==> src/rtl/spmm_row_scheduler.sv <==
// SpMM row scheduler: turns one CSR row-pointer vector per LHS tile
// into a back-pressurable stream of per-chunk reduction controls.
`timescale 1ns/1ps
module spmm_row_scheduler #(
    parameter int N     = 16,
    parameter int LGN   = $clog2(N),
    parameter int PTR_W = 2*$clog2(N)+1
) (
    input  logic               clock,
    input  logic               reset,
    input  logic               cfg_valid,
    output logic               cfg_ready,
    input  logic [N*PTR_W-1:0] cfg_ptr,
    output logic               ctl_valid,
    input  logic               ctl_ready,
    output logic [LGN-1:0]     ctl_chunk,
    output logic               ctl_last,
    output logic [N-1:0]       ctl_split,
    output logic               ctl_halo_clear,
    output logic [LGN:0]       ctl_cnt,
    output logic [N*LGN-1:0]   ctl_slot,
    output logic [N*LGN-1:0]   ctl_row,
    output logic [N-1:0]       ctl_zero,
    output logic               done,
    output logic               err,
    output logic               busy
);

    typedef enum logic [1:0] {IDLE, CHECK, ISSUE, DONE} state_t;

    localparam logic [PTR_W-1:0] MAX_NNZ = PTR_W'(N*N);

    state_t state, state_next;

    logic [PTR_W-1:0] ptr [N];
    logic             ptr_ok;
    logic [LGN-1:0]   last_c;

    logic [LGN-1:0]   w_c;
    logic [PTR_W-1:0] w_base;
    logic [N-1:0]     w_split;
    logic             w_halo;
    logic [LGN:0]     w_cnt;
    logic [N*LGN-1:0] w_slot;
    logic [N*LGN-1:0] w_row;
    logic [N-1:0]     w_zero;
    logic [LGN-1:0]   e_slot [N];
    logic [LGN-1:0]   e_row [N];

    logic [PTR_W-1:0] prev;
    logic [PTR_W-1:0] pm1;
    logic [LGN-1:0]   own;
    logic [LGN-1:0]   slot;
    logic             empty;

    logic             load;

    always_comb begin
        ptr_ok = (ptr[N-1] <= MAX_NNZ);
        for (int r = 1; r < N; r++) begin
            if (ptr[r] < ptr[r-1]) ptr_ok = 1'b0;
        end
        last_c = '0;
        if (ptr[N-1] != '0) last_c = LGN'((ptr[N-1] - 1'b1) >> LGN);
    end

    // Next word: chunk 0 while checking, otherwise the chunk after the one shown.
    always_comb begin
        w_c     = (state == ISSUE) ? ctl_chunk + 1'b1 : '0;
        w_base  = PTR_W'(w_c) << LGN;
        w_split = '0;
        w_halo  = (w_c == '0);
        w_cnt   = '0;
        w_zero  = '0;
        w_slot  = '0;
        w_row   = '0;
        prev    = '0;
        pm1     = '0;
        own     = '0;
        slot    = '0;
        empty   = 1'b0;
        for (int j = 0; j < N; j++) begin
            e_slot[j] = '0;
            e_row[j]  = '0;
        end
        for (int r = 0; r < N; r++) begin
            empty = (ptr[r] == prev);
            pm1   = ptr[r] - 1'b1;
            own   = (ptr[r] == '0) ? '0 : LGN'(pm1 >> LGN);
            slot  = (ptr[r] == '0) ? '0 : pm1[LGN-1:0];
            if (own == w_c) begin
                e_slot[w_cnt[LGN-1:0]] = slot;
                e_row[w_cnt[LGN-1:0]]  = LGN'(r);
                w_zero[w_cnt[LGN-1:0]] = empty;
                if (!empty) w_split[slot] = 1'b1;
                w_cnt = w_cnt + 1'b1;
            end
            // A row closing exactly at the previous chunk boundary leaves no carry.
            if (!empty && ptr[r] == w_base) w_halo = 1'b1;
            prev = ptr[r];
        end
        for (int j = 0; j < N; j++) begin
            w_slot[j*LGN +: LGN] = e_slot[j];
            w_row[j*LGN +: LGN]  = e_row[j];
        end
    end

    always_ff @(posedge clock or posedge reset) begin
        if (reset) state <= IDLE;
        else       state <= state_next;
    end

    always_comb begin
        state_next = state;
        cfg_ready  = 1'b0;
        ctl_valid  = 1'b0;
        done       = 1'b0;
        busy       = (state != IDLE);
        load       = 1'b0;
        unique case (state)
            IDLE: begin
                cfg_ready = 1'b1;
                if (cfg_valid) state_next = CHECK;
            end
            CHECK: begin
                load       = ptr_ok;
                state_next = ptr_ok ? ISSUE : DONE;
            end
            ISSUE: begin
                ctl_valid = 1'b1;
                if (ctl_ready) begin
                    load = !ctl_last;
                    if (ctl_last) state_next = DONE;
                end
            end
            DONE: begin
                done       = 1'b1;
                state_next = IDLE;
            end
            default: state_next = IDLE;
        endcase
    end

    always_ff @(posedge clock or posedge reset) begin
        if (reset) begin
            for (int r = 0; r < N; r++) ptr[r] <= '0;
            err            <= 1'b0;
            ctl_chunk      <= '0;
            ctl_last       <= 1'b0;
            ctl_split      <= '0;
            ctl_halo_clear <= 1'b0;
            ctl_cnt        <= '0;
            ctl_slot       <= '0;
            ctl_row        <= '0;
            ctl_zero       <= '0;
        end else begin
            if (state == IDLE && cfg_valid) begin
                for (int r = 0; r < N; r++) ptr[r] <= cfg_ptr[r*PTR_W +: PTR_W];
                err <= 1'b0;
            end
            if (state == CHECK && !ptr_ok) err <= 1'b1;
            if (load) begin
                ctl_chunk      <= w_c;
                ctl_last       <= (w_c == last_c);
                ctl_split      <= w_split;
                ctl_halo_clear <= w_halo;
                ctl_cnt        <= w_cnt;
                ctl_slot       <= w_slot;
                ctl_row        <= w_row;
                ctl_zero       <= w_zero;
            end
        end
    end

endmodule

==> config.mk <==
export PLATFORM = sky130hd
export DESIGN_NAME = spmm_row_scheduler
export DESIGN_NICKNAME = d
export VERILOG_FILES = /design/src/rtl/spmm_row_scheduler.sv
export SDC_FILE = /design/constraint.sdc
export NUM_CORES = 2
export LEC_CHECK = 0
export BUFFER_PORTS_ARGS = -buffer_cell sky130_fd_sc_hd__buf_2
export CAP_MARGIN = 20
export CORE_ASPECT_RATIO = 0.8
export CORE_MARGIN = 2
export CORE_UTILIZATION = 28
export DETAILED_ROUTE_END_ITERATION = 10
export GPL_TIMING_DRIVEN = 0
export REMOVE_ABC_BUFFERS = 1
export SYNTH_ARGS = -nofsm -noshare
export SYNTH_HDL_FRONTEND = slang
export SYNTH_SLANG_ARGS = --single-unit
==> constraint.sdc <==
create_clock -name clock -period 24.5 [get_ports clock]
set_input_delay 3.675 -clock clock [delete_from_list [all_inputs] [get_ports clock]]
set_output_delay 3.675 -clock clock [all_outputs]
set_load 0.01 [all_outputs]
==> impl_metrics.py <==
metrics = {
    "floorplanning": {
        "core_area_um2": 138900,
        "initial_utilization_pct": 28.30,
        "core.rowCount": 122,
        "die_area_um2": 143400,
        "pin_count": 324,
        "die_width_um": 422.9,
        "die_h_um": 339.1,
    },
    "placed_design": {
        "dp_hpwl_um": 198200,
        "place_congestion": 1.047,
        "io_buffers": 323,
    },
    "synthesis": {
        "syn_inst": 5363,
        "yosys_warnings": 0,
        "synth_top_area_share_pct": 20.24,
        "synth-seq-cells": 318,
        "synth-simple-area-share_pct": 27.05,
        "synth_fa_ha_area_share_pct": 7.658,
        "synthMuxAreaShare_pct": 6.519,
        "synth_compound_area_share_pct": 27.49,
        "synth_area_per_cell_um2": 7.330,
        "yosys.area.top_type": "dfrtp_1",
        "synth-xor-area-share_pct": 5.198,
        "synthTopCellsByArea": "dfrtp_1, ha_1, nand2_1",
        "yosysSeqAreaShare_pct": 20.24,
        "synth_edf_count": 0,
        "netlist_area_um2": 39310,
        "synth_top_family_by_area": "compound AO/OA/AOI/OAI gates",
        "synth_ff_type": "dfrtp_1",
        "yosysUniqueCellTypes": 109,
        "synthArstFlopShare_pct": 100.0,
    },
    "setup_path": {
        "critPathSlowestCell": "fa_1",
        "setup.worst_path.class": "reg2reg",
        "r2r_cells": 51,
        "cp_max_fo": 27,
        "required_ps": 24980,
        "cpMostUsedCell": "ha_1",
        "crit_arrival_ps": 17450,
        "start_kind": "flip-flop",
        "worst_path_largest_cell_delay_ps": 900,
        "end_kind": "flip-flop",
    },
    "grt": {
        "grt_pass1_vias": 42540,
        "antenna_found_initial": 21,
        "grt_use_total_pct": 32.43,
        "grt.overflow.total": 0,
        "grt_max_degree": 116,
        "grt_pass1_wl_um": 337000,
    },
    "timing": {
        "final-max-slew-violation-count": 0,
        "slew_headroom_pct": 11.17,
        "final-hold-violation-count": 0,
        "skew_ps": 47.46,
        "setup_violations": 0,
        "rsz0062_at_grt": "false",
        "min_period_over_period_pct": 69.27,
        "fin_tns_setup_ps": 0,
        "tightest_slew_ps": 1333,
        "max_freq_ghz": 0.05892,
        "fin_crit_ps": 16970,
    },
    "clock_tree": {
        "tritoncts": "yes",
        "cts_buffers": 38,
        "cts_resized": 0,
        "postCtsHoldBufs": 0,
        "clock-sinks": 318,
        "path_clk_slew_ps": 60,
        "cts_max_level": 2,
        "clk_path_buf_depth": 3,
        "post-cts-setup-buffers": 0,
        "insertion_delay_ps": 660,
        "cts_root_buf": "clkbuf_16",
    },
    "min_path": {
        "min_path_type": "reg2reg",
        "hold_depth": 2,
    },
    "outcome": {
        "status": "complete, no violations",
    },
    "drt": {
        "drc": 0,
        "ant_nets": 0,
        "via_count": 47410,
        "wire_per_inst_um": 32.99,
        "wl_um": 243900,
        "firstDrtPassIters": 7,
        "drt-initial-drc-count": 7540,
        "viasPerCell": 6.412,
    },
    "flow_run": {
        "max_cap_viol_count": 0,
    },
    "finish": {
        "drive_gt1_share_pct": 16.47,
        "finalNetCount": 5881,
        "area_delta_synth_final_pct": 15.26,
    },
}
final timing paths:
| check | start | end | slack [ps] |
|---|---|---|---|
| max | ctl_chunk[0] | ctl_row[27] | 7530 |
| min | ctl_row[25] | ctl_row[25] | 470 |
| max reg2reg | ctl_chunk[0] | ctl_row[27] | 7530 |
| min reg2reg | ctl_row[25] | ctl_row[25] | 470 |
| max in group asynchronous | reset | ctl_zero[10] | 20160 |
| min in group asynchronous | reset | ptr[115] | 3170 |
cell usage in the layout, fill, tap and decap left out, types with 38 or more instances in the layout:
master,count
a311oi_1,47
a31oi_1,116
nor3_1,245
or4_1,40
inv_1,191
a221oi_1,43
mux2i_1,74
a211oi_1,90
a22oi_1,43
o21ai_0,357
o211ai_1,79
ha_1,239
or3_1,76
a21oi_1,298
and3_1,52
nand2b_1,64
o311ai_0,45
dfrtp_1,318
nand4_1,73
clkbuf_16,38
nor4_1,62
o22ai_1,57
nand3_1,236
mux2_2,160
buf_4,59
and2_1,52
buf_2,349
xnor2_1,137
nand2_1,586
nor2_1,461
o21a_1,44
o31ai_1,47
synthesized netlist by cell type, types with 76 or more instances:
cell type	count
a211oi_1	91
mux2i_1	76
nand2_1	587
mux2_2	160
xnor2_1	150
clkbuf_1	332
o211ai_1	79
nor4_1	79
a31oi_1	116
dfrtp_1	318
nor3_1	253
o21ai_0	358
nand3_1	236
or3_1	76
inv_1	192
ha_1	239
a21oi_1	299
nor2_1	477
cell type report:
type | count | area [µm²]
fill | 14990 | 93600
multi-input combinational | 4451 | 29510
sequential | 318 | 7958
timing repair buffer | 488 | 3498
tap | 1860 | 2327
clock buffer | 45 | 1007
inverter | 196 | 743.2
clock inverter | 22 | 236.5
antenna | 13 | 32.53
stage by stage:
step / hold WS [ps] / setup WS (ps) / std cells / utilization, % / area [µm²]
after floorplan: 503.5 / 10520 / 4965 / - / 37750
after global placement: 457.7 / 541.7 / 7148 / 30.01 / 41690
after detailed placement: 455.5 / 8215 / 7286 / 31.54 / 43810
after CTS: 469.7 / 8153 / 7353 / 32.44 / 45060
after global routing: 497.4 / 7252 / 7380 / 32.59 / 45280
final: 471.0 / 7528 / 7393 / 32.62 / 45310
kinds of logic (layout without fill, tap and decap cells):
| group | count (synthesis) | count (layout) |
|---|---|---|
| muxes | 236 | 236 |
| other | 0 | 13 |
| and+or+nand+nor | 2165 | 2165 |
| adders and majority gates | 240 | 240 |
| buffers and inverters | 594 | 751 |
| xor gates and xnor gates | 196 | 196 |
| AOI/OAI and AO/OA | 1614 | 1614 |
| DFF | 318 | 318 |
flip-flops by register name, summed over array words and instances, names as in the netlist:
register,flops
ctl_zero,16
ctl_split,16
ctl_last,1
ctl_chunk,4
ptr,135
ctl_slot,64
ctl_cnt,5
err,1
ctl_halo_clear,1
state,2
ctl_row,64
prev,9
routing by layer:
metal	routed length (µm)	global-route usage, %
met1	105100	46.37
met2	96210	45.05
met3	33370	11.03
met4	9004	10.35
met5	241	0
critical path, delay by kind of cell (launching register included):
| family | cells | cell delay [ps] |
|---|---|---|
| compound gates | 12 | 3720 |
| simple gates | 15 | 3420 |
| buf+inv | 7 | 2040 |
| xor+xnor | 3 | 1290 |
| mux | 2 | 800 |
| flops | 1 | 480 |
| fa+ha+maj | 12 | 4950 |
Power is not shown: default switching activity piles up to over one toggle a cycle in this logic, so the estimate is an artifact.
